===== src/rtl/ps2_key_serializer.sv =====
// ps2_key_serializer: hps_io key events -> FIFO -> device-to-host PS/2 frames.
// Optional host inhibit sensing on ps2_clk_in when PS2_INHIBIT_EN is defined.
module ps2_key_serializer #(
  parameter int CLK_DIV    = 16,
  parameter int GAP_CYCLES = 64,
  parameter int FIFO_AW    = 3
) (
  input  logic               clk_sys,
  input  logic               reset_n,
  input  logic [10:0]        ps2_key,
`ifdef PS2_INHIBIT_EN
  input  logic               ps2_clk_in,
`endif
  output logic               ps2_clk_out,
  output logic               ps2_data_out,
  output logic               busy,
  output logic               overflow,
  output logic [FIFO_AW:0]   fifo_level
);

  localparam int DEPTH = 1 << FIFO_AW;
  localparam int DW = (CLK_DIV > 1) ? $clog2(CLK_DIV) : 1;
  localparam int GW = $clog2(GAP_CYCLES + 1);
  localparam logic [DW-1:0] DMAX = DW'(CLK_DIV - 1);
  localparam logic [GW-1:0] GMAX = GW'(GAP_CYCLES - 1);
  localparam logic [FIFO_AW-1:0] P1 = FIFO_AW'(1);
  localparam logic [FIFO_AW-1:0] P2 = FIFO_AW'(2);
  localparam logic [FIFO_AW:0] FULL = (FIFO_AW+1)'(DEPTH);

  typedef enum logic [1:0] {
    IDLE, LOAD, SHIFT, GAP
  } state_t;

  state_t state;

  logic tog;
  logic armed;
  logic ev;

  logic [7:0] eb0, eb1, eb2;
  logic [1:0] n;
  logic [FIFO_AW:0] nw;
  logic [FIFO_AW:0] free;
  logic accept;

  logic [7:0] mem [DEPTH];
  logic [FIFO_AW-1:0] wr_ptr;
  logic [FIFO_AW-1:0] rd_ptr;
  logic [7:0] head;
  logic pop;

  logic [10:0] frame;
  logic [3:0] bit_cnt;
  logic [DW-1:0] div_cnt;
  logic phase_lo;
  logic [GW-1:0] gap_cnt;
  logic line_ok;
  logic last_edge;
  logic abort;

`ifdef PS2_INHIBIT_EN
  assign line_ok = ps2_clk_in;
`else
  assign line_ok = 1'b1;
`endif

  assign ev = armed && (ps2_key[10] != tog);
  assign head = mem[rd_ptr];
  assign nw = (FIFO_AW+1)'(n);
  assign free = FULL - fifo_level;
  assign accept = ev && (free >= nw);
  assign busy = (state != IDLE) || (fifo_level != '0);

  assign last_edge = (state == SHIFT) && phase_lo &&
                     (div_cnt == DMAX) && (bit_cnt == 4'd10);
  assign abort = (state == SHIFT) && !phase_lo &&
                 (bit_cnt <= 4'd9) && !line_ok;

`ifdef PS2_INHIBIT_EN
  assign pop = last_edge;
`else
  assign pop = (state == LOAD);
`endif

  // Byte sequence for the current key event: [E0] [F0] code
  always_comb begin
    eb0 = ps2_key[7:0];
    eb1 = 8'h00;
    eb2 = 8'h00;
    n   = 2'd1;
    case ({ps2_key[8], ps2_key[9]})
      2'b00: begin
        eb0 = 8'hF0;
        eb1 = ps2_key[7:0];
        n   = 2'd2;
      end
      2'b01: begin
        eb0 = ps2_key[7:0];
        n   = 2'd1;
      end
      2'b10: begin
        eb0 = 8'hE0;
        eb1 = 8'hF0;
        eb2 = ps2_key[7:0];
        n   = 2'd3;
      end
      2'b11: begin
        eb0 = 8'hE0;
        eb1 = ps2_key[7:0];
        n   = 2'd2;
      end
    endcase
  end

  // Toggle capture; first cycle after reset only arms
  always_ff @(posedge clk_sys or negedge reset_n) begin
    if (!reset_n) begin
      tog   <= 1'b0;
      armed <= 1'b0;
    end else begin
      tog   <= ps2_key[10];
      armed <= 1'b1;
    end
  end

  // FIFO storage: all bytes of an event written in one cycle
  always_ff @(posedge clk_sys) begin
    if (accept) begin
      mem[wr_ptr] <= eb0;
      if (n >= 2'd2) mem[wr_ptr + P1] <= eb1;
      if (n == 2'd3) mem[wr_ptr + P2] <= eb2;
    end
  end

  // FIFO pointers, level and sticky overflow
  always_ff @(posedge clk_sys or negedge reset_n) begin
    if (!reset_n) begin
      wr_ptr     <= '0;
      rd_ptr     <= '0;
      fifo_level <= '0;
      overflow   <= 1'b0;
    end else begin
      if (pop) rd_ptr <= rd_ptr + P1;
      if (accept) wr_ptr <= wr_ptr + FIFO_AW'(n);
      fifo_level <= fifo_level
                    - (FIFO_AW+1)'(pop)
                    + (accept ? nw : '0);
      if (ev && !accept) overflow <= 1'b1;
    end
  end

  // Frame sequencer driving registered clock and data lines
  always_ff @(posedge clk_sys or negedge reset_n) begin
    if (!reset_n) begin
      state        <= IDLE;
      ps2_clk_out  <= 1'b1;
      ps2_data_out <= 1'b1;
      frame        <= '1;
      bit_cnt      <= '0;
      div_cnt      <= '0;
      phase_lo     <= 1'b0;
      gap_cnt      <= '0;
    end else begin
      unique case (state)
        IDLE: begin
          if ((fifo_level != '0) && line_ok) state <= LOAD;
        end
        LOAD: begin
          frame        <= {1'b1, ~^head, head, 1'b0};
          ps2_data_out <= 1'b0;
          ps2_clk_out  <= 1'b1;
          bit_cnt      <= '0;
          div_cnt      <= '0;
          phase_lo     <= 1'b0;
          state        <= SHIFT;
        end
        SHIFT: begin
          if (abort) begin
            ps2_clk_out  <= 1'b1;
            ps2_data_out <= 1'b1;
            gap_cnt      <= '0;
            state        <= GAP;
          end else if (div_cnt != DMAX) begin
            div_cnt <= div_cnt + DW'(1);
          end else begin
            div_cnt <= '0;
            if (!phase_lo) begin
              phase_lo    <= 1'b1;
              ps2_clk_out <= 1'b0;
            end else begin
              phase_lo    <= 1'b0;
              ps2_clk_out <= 1'b1;
              if (bit_cnt == 4'd10) begin
                ps2_data_out <= 1'b1;
                gap_cnt      <= '0;
                state        <= GAP;
              end else begin
                bit_cnt      <= bit_cnt + 4'd1;
                ps2_data_out <= frame[bit_cnt + 4'd1];
              end
            end
          end
        end
        GAP: begin
          if (!line_ok) gap_cnt <= '0;
          else if (gap_cnt == GMAX) state <= IDLE;
          else gap_cnt <= gap_cnt + GW'(1);
        end
      endcase
    end
  end

endmodule


===== config.mk =====
export PLATFORM = sky130hd
export DESIGN_NAME = ps2_key_serializer
export DESIGN_NICKNAME = d
export VERILOG_FILES = /design/src/rtl/ps2_key_serializer.sv
export SDC_FILE = /design/constraint.sdc
export NUM_CORES = 1
export LEC_CHECK = 0
export CORE_ASPECT_RATIO = 1.2
export CORE_MARGIN = 4
export CORE_UTILIZATION = 30
export DETAILED_ROUTE_END_ITERATION = 10
export PLACE_DENSITY = 0.56
export SYNTH_ARGS = -nofsm -noshare
export SYNTH_HDL_FRONTEND = slang
export SYNTH_SLANG_ARGS = --single-unit
export TNS_END_PERCENT = 30

===== constraint.sdc =====
create_clock -name clk_sys -period 4.37 [get_ports clk_sys]
set_input_delay 1.311 -clock clk_sys [delete_from_list [all_inputs] [get_ports clk_sys]]
set_output_delay 1.311 -clock clk_sys [all_outputs]
set_load 0.02 [all_outputs]

* Word-level counts from Yosys, hierarchy flattened *
Memories as Yosys holds them, arrays and structs flattened.
Index checks and enable logic that the tools add are counted.

operators by class
  shifts and indexed selects = 0
  add/sub/neg operators = 10
  multipliers = 0
  equal/unequal tests = 18
  mux-type cells = 42
  reductions and logical operators = 19
  divide/modulo/power cells = 0
  $lt $le $gt $ge = 3
  bitwise operators = 0

operators by type and width
  operator             number
  $mux 7               4
  $pmux 8 s3           1
  $mux 1               16
  $mux 4               4
  $pmux 4 s2           2
  $pmux 8 s2           1
  $pmux 7 s2           1
  $mux 2               6
  $ne 2x2->1 const B   6
  $eq 2x2->1 const B   5
  $reduce_and 5->1     2
  $add 4x1->4 const B  2
  $mux 8               1
  $pmux 2 s4           1
  $reduce_xnor 8->1    1
  $add 7x1->7 const B  1
  $eq 7x6->1 const B   1
  $add 3x1->3 const B  2
  $pmux 1 s2           3
  $pmux 2 s3           1
  $reduce_bool 2->1    3
  $lt 4x5->1 const B   1
  $add 4x2->4          1
  $bmux 1 s4           1
  20 further kinds     25

word-level totals
  flip-flop bits (word level) = 43
  output and inout bits = 8
  RAM bits = 64
  memories kept = 1
  input port bits = 13
  memory bits (read-only) = 0
  word-level logic and storage cells = 107
  latch bits = 0

memory list
  name  depth  bits a word  rd ports  clocked after memory_dff  write ports  line  text
  mem   8      8            1         0                         3            46    logic [7:0] mem [DEPTH];

* Logic depth before layout (Yosys ltp) *
Gate-level depths: netlist (run 1).

  word-level depth = 7
  depth in mapped cells = 13
  depth with buffers taken out = 13

* Least setup slack after synthesis (run 1) *
OpenSTA, ideal clock, no wires.

  path type = input -> register
  start point = input ps2_key[8]
  end point = register fifo_level[3]
  slack = 571 ps
  buffers on the path = 0
  data required time = 4291 ps
  library setup time = 79 ps
  stages on the path = 13
  data arrival time = 3720 ps
  cells stage by stage = inv_1 -> ha_1 -> ha_1 -> nand2b_1 -> a211oi_2 -> a21oi_2 -> nand2b_1 -> ha_1 -> inv_1 -> ha_1 -> a21o_1 -> a21oi_1 -> xor2_1

between the ends
  cells in the longest elaborated chain, start to end = 7
  elaborated cells between the ends (all ways) = 10
  classes of those cells = 1 x add/sub; 1 x order compare; 3 x eq/ne; 2 x mux; 3 x reduce/logical

RTL lines
  item                                                  line  text
  start: declaration                                    10    input logic [10:0] ps2_key,
  $eq 2x2->1 / $logic_not 2->1 (equally long branches)  91    case ({ps2_key[8], ps2_key[9]})
  $reduce_or 2->1 (no line)                             --
  $pmux 2 s3 *                                          91
  $ge 4x2->1                                            71    assign accept = ev && (free >= nw);
  $logic_and 1x1->1                                     71
  $mux 2 *                                              147   + (accept ? nw : '0);
  $add 4x2->4 *                                         147
  end signal: assignment                                145   fifo_level <= fifo_level
  end: declaration                                      18    output logic [FIFO_AW:0] fifo_level

Every way passes the cells marked *; elsewhere a longest branch is shown, timed or not.
A chain may end at the register's enable or synchronous reset.

==> summary by stage, run 1 <==
Power
The worst-case IR drop observed on VDD is approximately 0.27 mV. The share of total power dissipated in sequential elements is 0.423. Of the total power, combinational logic draws 0.317. Of the total power, the clock network draws 0.260. The leakage power of the design is about 3.0 nW.

The design draws between 3 and 4 mW. The internal power is 2.05 mW. The power density over cell area is 421 nW/um2. The power spent charging and discharging nets is about 1.1 mW. Of the total power, the share spent switching nets is 0.355.

Clock tree
The tree is rooted in a clkbuf_16. Clock latency on the worst-skew pair, taken at its later pin, is 0.35 ns. The H-tree was split into 3 levels. The number of buffers created by CTS is 9. Clock tree synthesis found a total of 107 sinks.

The worst-case clock buffer depth is 2. The post-CTS clock slew at the launch and capture registers of the worst setup and hold paths is approximately 0.080 ns. In this run, post-CTS hold repair placed 0 buffers. TritonCTS built the clock tree. In this run the post-CTS setup repair buffer count came out at 0. Once the clock tree was built, the resizer swapped 0 gates to a different size.

GRT
In the global route stage, overall resource usage came out at 0.141. For this run, global-route usage on met3 was measured as 0.0221. In the global route stage, met1 resource usage came out at 0.182.

The number of global-route vias before repair is 4935. After global routing, the most crowded layer is met2. The sum of overflow across all layers after global routing is 0. The global-route track usage on met2 is 0.234. The first global-routing pass estimated 27100 um of wire. Entering global routing, the biggest net connects 44 pins. The number of antenna violations at the first check in global routing came to 0.

Synth
The share of the Yosys chip area taken by registers is 0.454. The fraction of post-synthesis cell area in the top cell type by area is 0.290. The number of distinct standard cells referenced by the synthesized netlist is between 50 and 60. The biggest area consumer among synthesized cells is edfxtp_1.

The cell area that synthesis handed to floorplanning was 6630 um2. The most frequently used cell type in the post-synthesis netlist is edfxtp_1. The synthesis warning total is 0. The number of enable-type register cells in the synthesized netlist is 64. The synthesized design contains 107 register bits. The average footprint of a synthesized cell is 10.8 um2. After synthesis, the cell types taking the most area are edfxtp_1 29%, dfrtp_1 12%, mux2i_1 5.6%, ha_1 5.1%, dfstp_2 4.8%.

Ranked by instance count, the synthesized netlist is headed by 64 x edfxtp_1, 55 x a21oi_1, 50 x o21ai_1. Among all flip-flop cells after synthesis, the most frequent one is edfxtp_1. Counting every instance in the synthesized netlist gives slightly above 600. The post-synth net total is around 660. After synthesis, the share of flip-flops with an asynchronous set or reset is 0.402.

Min path
The startpoint identified for the worst hold timing path is ps2_data_out. The class of the tightest hold or removal check is reg2reg. The worst hold path endpoint is ps2_data_out. The worst hold path was traced through 2 stages.

Route
In this run the remaining antenna-violating nets after routing total 0. The detailed-route vias per instance is 5.30. For this run, design rule violations remaining after detail routing come to 0. After the first detailed-routing iteration, the DRC count stood at 464. For this block, the routed nets add up to 16400 um of wire.

The pre-antenna-repair detailed-routing pass consisted of 4 iterations. Dividing the detail-routed wire length by the instance count gives 17.9 um. The routed layout has 4847 vias.

STA
The worst hold margin is 0.464 ns. Setup repair after global routing left no endpoint under its margin. Setup violations remaining at the end of the flow were counted as 0. The measured slew at the worst slew-check pin is 1.07 ns. The final max-slew violation count is 0. Headroom to the max-slew limit came out at 0.286.

The count of endpoints failing hold in the final timing report was 0. Based on the critical path, the design can be clocked at up to around 250 MHz. The final cycle utilization of the critical path is 0.928.

The final critical delay including setup and external delays is 4.06 ns. The post-route clock skew is 0.0134 ns.

Floorplanning
The width of the die is 144 um. The initial utilization of the core area, before any placement, comes to 0.306. After floorplanning, the core was sized to cover 21700 um2.

The die area is between 20000 and 25000 um2. In this run the count of I/O pins placed on the die edge is 21. The y dimension of the die is 171 um. The row count is 59.

Final layout
The number of standard cells in the final layout excluding fillers is 914. The area growth from synthesis to layout is 13.9%. The number of antenna diodes in the final layout is 0. The net count reported at finish is a little under 700. The fraction of layout cells with a size suffix above 1 is 0.153.

Job
Across the run, the number of max-cap violations was 0.

Critical path
STA classifies the critical path startpoint as an input port. In this run the critical register-to-register path is launched from fifo_level[0]. The slack of the worst reg-to-reg path is 1.43 ns. The peak fanout along the critical path is 8.

The endpoint identified for the worst register-to-register timing path is mem[4][7]. The kind of critical path is in2reg. The worst-case reg-to-reg path depth is 9.

STA puts the critical path data required time at 4.50 ns. The arrival time of data at the critical path endpoint is roughly 4.2 ns. The endpoint class of the critical path is a register.

Placement
The total instance count after detailed placement is roughly 900. The congestion estimate from routability-driven global placement came to 0.881. During placement, the flow inserted port buffers numbering 20. Summed over all nets, the half-perimeter wirelength after detailed placement is 12400 um.

Run status
The flow ran to the end, and the final reports show no timing, DRC or antenna violations.
-- kinds of logic after synthesis --
kind of cell	count (synthesis)	synth area share
compound gates	165	0.145
mux	63	0.140
buf+inv	68	0.0447
other cells	1	0.000565
xor+xnor	23	0.0304
fa+ha+maj	29	0.0570
flops	107	0.454
simple gates	157	0.127
-- per-stage QoR --
stage                     utilization  setup WS, ns  area [um2]  setup TNS [ns]
after CTS                       0.348         0.294        7550               0
final                           0.348         0.314        7550               0
after global routing            0.348         0.138        7550               0
after detailed placement        0.334        -0.101        7250          -0.812
after global placement          0.334       -0.0444        7250          -0.302
after floorplan                     -         0.571        6630               0
-- sequential cells by signal, indices dropped and copies added, names as in the netlist --
signal,count
phase_lo,1
armed,1
tog,1
rd_ptr,3
wr_ptr,3
ps2_data_out,1
bit_cnt,4
fifo_level,4
frame,10
ps2_clk_out,1
gap_cnt,7
mem,64
overflow,1
state,2
div_cnt,4
-- critical path, stage by stage --
cell             delay (ns)
clkdlybuf4s50_1        0.48
inv_1                  0.08
ha_1                   0.32
ha_1                   0.27
nand2b_1               0.15
a211oi_2               0.40
a21oi_2                0.12
buf_4                  0.19
nand4_1                0.29
o21ai_0                0.32
buf_4                  0.26
-- placed cells by master (no fill, tap or decap), types with 13 or more instances in the layout --
master / count
inv_1: 24
a211oi_1: 32
buf_4: 32
nor2_1: 24
o21ai_1: 50
mux2i_1: 37
nand2_1: 36
dfrtp_1: 31
nand3_1: 45
xnor2_1: 13
a21oi_1: 55
clkdlybuf4s50_1: 19
edfxtp_1: 64
ha_1: 27
-- area by class of cell --
| type | count | area [um2] |
|---|---|---|
| fill | 2211 | 14200 |
| sequential | 107 | 3010 |
| clock inverter | 7 | 80.1 |
| inverter | 25 | 93.8 |
| timing repair buffer | 54 | 475 |
| multi-input combinational | 438 | 3320 |
| clock buffer | 9 | 225 |
| tap | 274 | 343 |
-- routing by layer --
metal | up-vias | share of wire
li1 | 2328 | -
met1 | 2383 | 0.43
met2 | 112 | 0.50
met3 | 24 | 0.036
met4 | 0 | 0.028
met5 | - | 0
-- worst max-delay path by stage --
stage	from	to	slack, ns	depth (start not counted)
2_1_floorplan	ps2_key[8]	fifo_level[3]	0.57	13
3_3_place_gp	ps2_key[8]	mem[4][7]	-0.04	11
3_5_place_dp	ps2_key[8]	mem[4][5]	-0.10	11
4_1_cts	ps2_key[8]	mem[4][7]	0.29	11
5_1_grt	ps2_key[8]	mem[4][7]	0.14	11
6_report	ps2_key[8]	mem[4][7]	0.31	11
-- power groups by stage --
stage | Combinational, mW | Sequential, mW | Clock, mW
3_3_place_gp | 0.990 | 1.36 | 0
3_5_place_dp | 1.01 | 1.37 | 0
6_report | 1.01 | 1.34 | 0.829
5_1_grt | 1.11 | 1.36 | 0.893
4_1_cts | 1.02 | 1.35 | 0.846
2_1_floorplan | 0.673 | 1.34 | 0
Power figures use the tool's default switching activity.
==> run 2: changes to the inputs <==
--- a/config.mk
+++ b/config.mk
@@ -10,6 +10,7 @@
 export CORE_UTILIZATION = 30
 export DETAILED_ROUTE_END_ITERATION = 10
 export PLACE_DENSITY = 0.56
+export REMOVE_ABC_BUFFERS = 1
 export SYNTH_ARGS = -nofsm -noshare
 export SYNTH_HDL_FRONTEND = slang
 export SYNTH_SLANG_ARGS = --single-unit
==> summary by stage, run 2 (synthesis gave the netlist of run 1 again) <==
STA
The number of setup violations in the final report is 0. The worst path needs around 4.0 ns of the cycle, external delays included. Hold timing on the final database bottoms out at a slack of 0.466 ns. The measured slew at the worst slew-check pin is 1.00 ns. The final cycle utilization of the critical path is 0.906. The final max-slew violation count was 0. The tightest slew margin relative to the limit is 0.331.

Once routing completed, OpenROAD measured the worst setup slack at 0.411 ns. The count of endpoints failing hold in the final timing report is 0. Setup repair after global routing left no endpoint under its margin. For the final routed database, the setup TNS stands at 0 ns. The maximum frequency from static timing analysis is 253 MHz. The post-route clock skew is 0.0131 ns.

Critical path
The reg-to-reg endpoint is mem[2][4]. The kind of critical path is in2reg. Data on the critical path is required at its endpoint by roughly 4.6 ns.

The worst-case reg-to-reg path depth is 9. The arrival time of data at the critical path endpoint is 4.23 ns. The type of element launching the critical path is an input port.

Of all nets on the critical path, the largest fanout is 4. The endpoint class of the critical path is a register. Setup slack on the worst reg-to-reg path comes out at ~1.5 ns.

The origin of the critical flop-to-flop path is fifo_level[0].

Final layout
The largest registers in the layout are mem: 64 flops, frame: 10 flops, gap_cnt: 7 flops. The library cells used most frequently in the layout, excluding fill and tap cells, are 64 x edfxtp_1, 55 x a21oi_1, 50 x o21ai_1. The count of inserted antenna diode cells is 0. The library cell used most frequently in the layout, excluding fill and tap cells, is edfxtp_1. The register with the most flip-flops in the final layout is mem. The layout-stage area growth over the synthesis result is 14.1%. In the final layout, flip-flops and latches occupy 3010 um2. Of the cells placed in the final design, the portion with a size suffix greater than 1 is 0.150. Summing all multi-input logic gate instances after layout gives ~3300 um2. The finished cells cover 7570 um2. Measured on the finished design, the core utilization comes to 0.349. The net count reported at finish is 677.

The flip-flop count of the largest register, all copies and words added is between 60 and 70. The layout has 2190 filler cells.

Job
The reported max-cap violation count is 0.

Placement
At the placement stage, the worst setup path has a slack of 0.0418 ns. The weighted congestion reported at the end of routability-driven placement is roughly 0.9. Buffers placed on the I/O ports in this run total 20. The post-detailed-placement half-perimeter wirelength is roughly 13000 um. Once placement finished, the instance area stood at about 7300 um2.

Clock tree
Post-CTS timing repair inserted 0 buffers for setup. Clock tree synthesis found a total of 107 sinks. The buffer type at the clock tree root is clkbuf_16.

The CTS tree is yes. For the worst-skew pair, the clock arrives at the later sink with an insertion delay of 0.34 ns. The number of buffers added to fix hold violations after cts is 0. The count of cells resized by post-cts repair is 0.

The number of buffers created by CTS is 9. The clock passes through at most 2 buffers. After clock tree synthesis, the clock-pin slew on the worst setup and hold paths is 0.07 ns.

The H-tree was split into 3 levels.

GRT
For this run, the total global-route usage over all layers was measured as 0.143. The first-pass GRT wire length is 27300 um. Entering global routing, the biggest net connects 44 pins. The number of global-route vias before repair was 5023. The total overflow left after global routing is 0. The number of antenna violations at the first check in global routing is 0.

Floorplanning
For this configuration, the core starts out at a cell density of 0.306. The die is 144 um wide. The core box area is 21700 um2.

The count of boundary I/O pins is 21. The die is 171 um tall. In this run the core area contains 59 standard-cell rows. The die covers 24600 um2.

Route
The via count is 4931. The final layout contains routed wiring with a total length of 16800 um. Dividing the detail-routed wire length by the instance count gives 18.4 um. The count of nets left with antenna violations once routing finished came out at 0. After detailed routing, the number of remaining DRC violations is 0. The DRC marker count from the first detailed-route iteration is 343. The first-pass iteration count of the detailed router is 5. Using the TritonRoute via totals, the vias-per-cell ratio works out to 5.39.

Min path
The worst hold path begins at ps2_data_out. The worst hold path terminates at ps2_data_out. The number of cells traversed by the worst hold path is 2. In this run the worst hold path is classified as reg2reg.

Power
The power density over cell area is 415 nW/um2. The leakage power of the design is 2.99 nW. IR analysis of the VDD net gives a maximum drop of roughly 0.24 mV.

Run status
The flow ran to the end, and the final reports show no timing, DRC or antenna violations.
-- run 2: critical path, cell delays in order --
cell and delay [ns]:
clkdlybuf4s50_1 0.48, inv_1 0.06, ha_1 0.32, ha_1 0.28, nand2b_1 0.16, a211oi_2 0.34
a21oi_2 0.11, nand2b_1 0.10, ha_1 0.26, inv_1 0.07, ha_1 0.23, a21o_1 0.18
a21oi_1 0.17, xor2_1 0.15
-- run 2: area by class of cell --
| class | instances | area share |
|---|---|---|
| repair buffers | 54 | 0.0695 |
| inverters | 25 | 0.0124 |
| multi-input cells | 438 | 0.439 |
| clock inverters | 5 | 0.00480 |
| flip-flops and latches | 107 | 0.398 |
| clock buffers | 11 | 0.0308 |
| well taps | 274 | 0.0453 |
-- run 2: worst max-delay path by stage --
stage | start | to | slack [ns] | cells after the start
6_report | ps2_key[8] | fifo_level[3] | 0.41 | 14
3_3_place_gp | ps2_key[8] | fifo_level[3] | 0.08 | 14
4_1_cts | ps2_key[8] | fifo_level[3] | 0.40 | 14
3_5_place_dp | ps2_key[8] | fifo_level[2] | 0.04 | 14
2_1_floorplan | ps2_key[8] | mem[2][0] | 0.54 | 8
5_1_grt | ps2_key[8] | fifo_level[2] | 0.21 | 14
-- run 2: per-stage QoR --
step	total power [mW]	cells
detailed placement	2.41	898
global placement	2.38	898
global route	3.33	914
CTS	3.18	914
finish	3.14	914
floorplan	2.00	570
-- run 2: per-layer routing --
metal  up-vias  part of all wire  global-route usage
met5         -                 0                   0
met4         0             0.031              0.0586
met3        32             0.027              0.0176
met2       150              0.53               0.261
met1      2417              0.41               0.169
li1       2332                 -                   -
-- run 2: power by group --
part | internal (mW) | switching, mW | leakage, nW | total [mW]
Combinational | 0.415 | 0.620 | 1.77 | 1.04
Clock | 0.392 | 0.367 | 0.135 | 0.759
Sequential | 1.24 | 0.104 | 1.09 | 1.35
Total | 2.05 | 1.09 | 2.99 | 3.14
==> run 3: changes to the inputs <==
--- a/config.mk
+++ b/config.mk
@@ -6,7 +6,7 @@
 export NUM_CORES = 1
 export LEC_CHECK = 0
 export CORE_ASPECT_RATIO = 1.2
-export CORE_MARGIN = 4
+export CORE_MARGIN = 2
 export CORE_UTILIZATION = 30
 export DETAILED_ROUTE_END_ITERATION = 10
 export PLACE_DENSITY = 0.56
==> summary by stage, run 3 (synthesis gave the netlist of run 1 again) <==
Route
The total length of routed wires is between 15000 and 20000 um. Dividing the detail-routed wire length by the instance count gives 17.9 um. The first detailed-routing pass took 5 iterations. The remaining antenna violation count after routing is 0. For this run, design rule violations remaining after detail routing come to 0. In the routed layout, each cell is associated on average with a via count of 5.37. The via count is about 4900. After the first detailed-routing iteration, the DRC count stood at 500.

Critical path
Data arrives at the worst endpoint at between 4 and 5 ns. Together, buffers and inverters on the worst path number 4. The endpoint class of the critical path is a register.

The type of element launching the critical path is an input port. The cell family contributing the most delay on the critical path is adder cells. Of all nets on the critical path, the largest fanout is 5. The worst setup path is of the in2reg kind. The largest stage delay on the critical path is 0.47 ns. The data required time at the worst endpoint is 4.61 ns. The critical path goes through clkdlybuf4s50_1, inv_1, ha_1, ha_1, nand2b_1, a211oi_2, a21oi_2, nand2_1, ha_1, inv_1, ha_1, inv_1, fa_1, xnor2_1. For this design, the slowest cell found on the critical path is clkdlybuf4s50_1. Counting stages on the worst path, the most repeated cell is ha_1.

STA
The final critical delay including setup and external delays is around 4 ns. The tightest slew margin relative to the limit is 0.309. Final hold analysis gives a worst-case slack of approximately 0.46 ns. The maximum frequency from static timing analysis is 250 MHz. The setup total negative slack is 0 ns. The measured slew at the worst slew-check pin is 1.04 ns. Setup repair after global routing left no endpoint under its margin.

The count of endpoints failing hold in the final timing report is 0. Of the available clock period, the critical path in the final layout requires 0.917. The final max-slew violation count is 0. The post-route clock skew is 0.0140 ns.

Setup violations remaining at the end of the flow were counted as 0.

Final layout
In the layout the commonest cells are 64 x edfxtp_1, 55 x a21oi_1, 50 x o21ai_1. The largest registers in the layout are mem: 64 flops, frame: 10 flops, gap_cnt: 7 flops. The number of standard cells in the final layout excluding fillers is 919.

In the final layout, the share of cells above drive strength 1 is 0.160. The core occupancy in the finished layout is 0.351. The net count reported at finish is 682. The count of inserted antenna diode cells is 0. The register with the most flip-flops in the layout has 64 of them. The library cell used most frequently in the layout, excluding fill and tap cells, is edfxtp_1.

Counting flops per register, the top entry is mem. Compared with the post-synthesis result, the final layout area differs by 15.0%.

GRT
The sum of overflow across all layers after global routing is 0. The global-route usage over all layers is 0.145. The first global-routing pass estimated 27100 um of wire. The number of antenna violations at the first check in global routing came to 0. The number of global-route vias before repair came to 5059.

Entering global routing, the biggest net connects 44 pins.

Floorplanning
The y dimension of the die is 167 um. Row generation in the floorplan step produced 59 rows. The die is ~140 um wide. The starting density of the core is 0.306.

The count of boundary I/O pins is 21. The core box area is 21700 um2. The die covers 23300 um2.

Clock tree
The count of cells resized by post-cts repair is 0. Clock-pin slew was measured on the worst setup and hold paths at 0.08 ns. The clock net in this run drives a total of approximately 110 sinks. The depth of the CTS H-tree is 3. The buffer count from post-CTS setup fixing is 0. The CTS tree is yes. TritonCTS created 9 clock buffers. The clock passes through at most 2 buffers. Hold repair after CTS inserted 0 buffers. At the later pin of the worst-skew pair, clock insertion delay measures 0.35 ns. The buffer type at the clock tree root is clkbuf_16.

Power
The completed layout was analyzed and its total power is 3.27 mW. Of the total power, the share spent switching nets is 0.349. Of the total power, combinational logic draws 0.318. The power spent charging and discharging nets is 1.14 mW. The sequential power share is 0.412.

The internal power is 2.13 mW. The leakage power of the design is 3.03 nW. The largest voltage drop on the vdd net is ~0.20 mV. The power density over cell area is ~430 nW/um2. The share of total power in the clock network is 0.270.

Placement
Port buffering added 20 buffers. The post-detailed-placement half-perimeter wirelength is between 10000 and 15000 um. Including well taps, the total number of placed cells is ~900.

The weighted congestion reported at the end of routability-driven placement is approximately 0.87.

Min path
The class of the tightest hold or removal check is reg2reg.

Job
The reported max-cap violation count is 0.

Run status
The run finished with clean final reports.
run 3: cell count changes in the layout (fill, tap and decap cells not counted), moves of 2 or more:
| cell | change |
|---|---|
| inv_8 | +3 |
| buf_12 | -3 |
| clkinv_8 | +2 |
| clkbuf_1 | -2 |
| buf_4 | +8 |
| clkinv_2 | -2 |
| inv_6 | -3 |
run 3: stage by stage:
stage                     cell area, um2  worst slack, ns
after floorplan                     6430            0.541
after global placement              7300           0.0630
after detailed placement            7300         0.000717
after CTS                           7630            0.365
after global routing                7630            0.166
final                               7630            0.364
run 3: power by group through the flow:
stage,Combinational (mW),Sequential [mW],Clock (mW)
3_5_place_dp,1.04,1.37,0
4_1_cts,1.04,1.35,0.900
2_1_floorplan,0.629,1.37,0
3_3_place_gp,1.03,1.36,0
6_report,1.04,1.35,0.881
5_1_grt,1.14,1.37,0.946
run 3: worst reg2reg max path: cells and delay by family (launching register included):
family / cells / cell delay, ns
AOI/OAI and AO/OA: 2 / 0.49
adders and majority gates: 5 / 1.40
and+or+nand+nor: 1 / 0.10
xor gates and xnor gates: 1 / 0.15
DFF: 1 / 0.42
buffers and inverters: 3 / 0.23
run 3: layout make-up:
| cell class | count | area [um2] |
|---|---|---|
| sequential | 107 | 3010 |
| tap | 274 | 343 |
| timing repair buffer | 59 | 526 |
| clock buffer | 9 | 225 |
| fill | 2145 | 14100 |
| clock inverter | 7 | 105 |
| multi-input combinational | 438 | 3320 |
| inverter | 25 | 93.8 |
run 3: metal layers:
metal	GRT usage	routed length [um]
met1	0.177	6820
met4	0.0496	397
met3	0.0184	555
met2	0.261	8650
met5	0	0
run 3: worst paths after layout:
path	from	end	slack, ns	depth (start not counted)
max reg2reg	fifo_level[0]	fifo_level[2]	1.48	12
max in group asynchronous	reset_n	bit_cnt[2]	2.64	1
min	ps2_data_out	ps2_data_out	0.46	2
max	ps2_key[8]	fifo_level[2]	0.36	14
min in group asynchronous	reset_n	overflow	1.09	1
min reg2reg	ps2_data_out	ps2_data_out	0.46	2
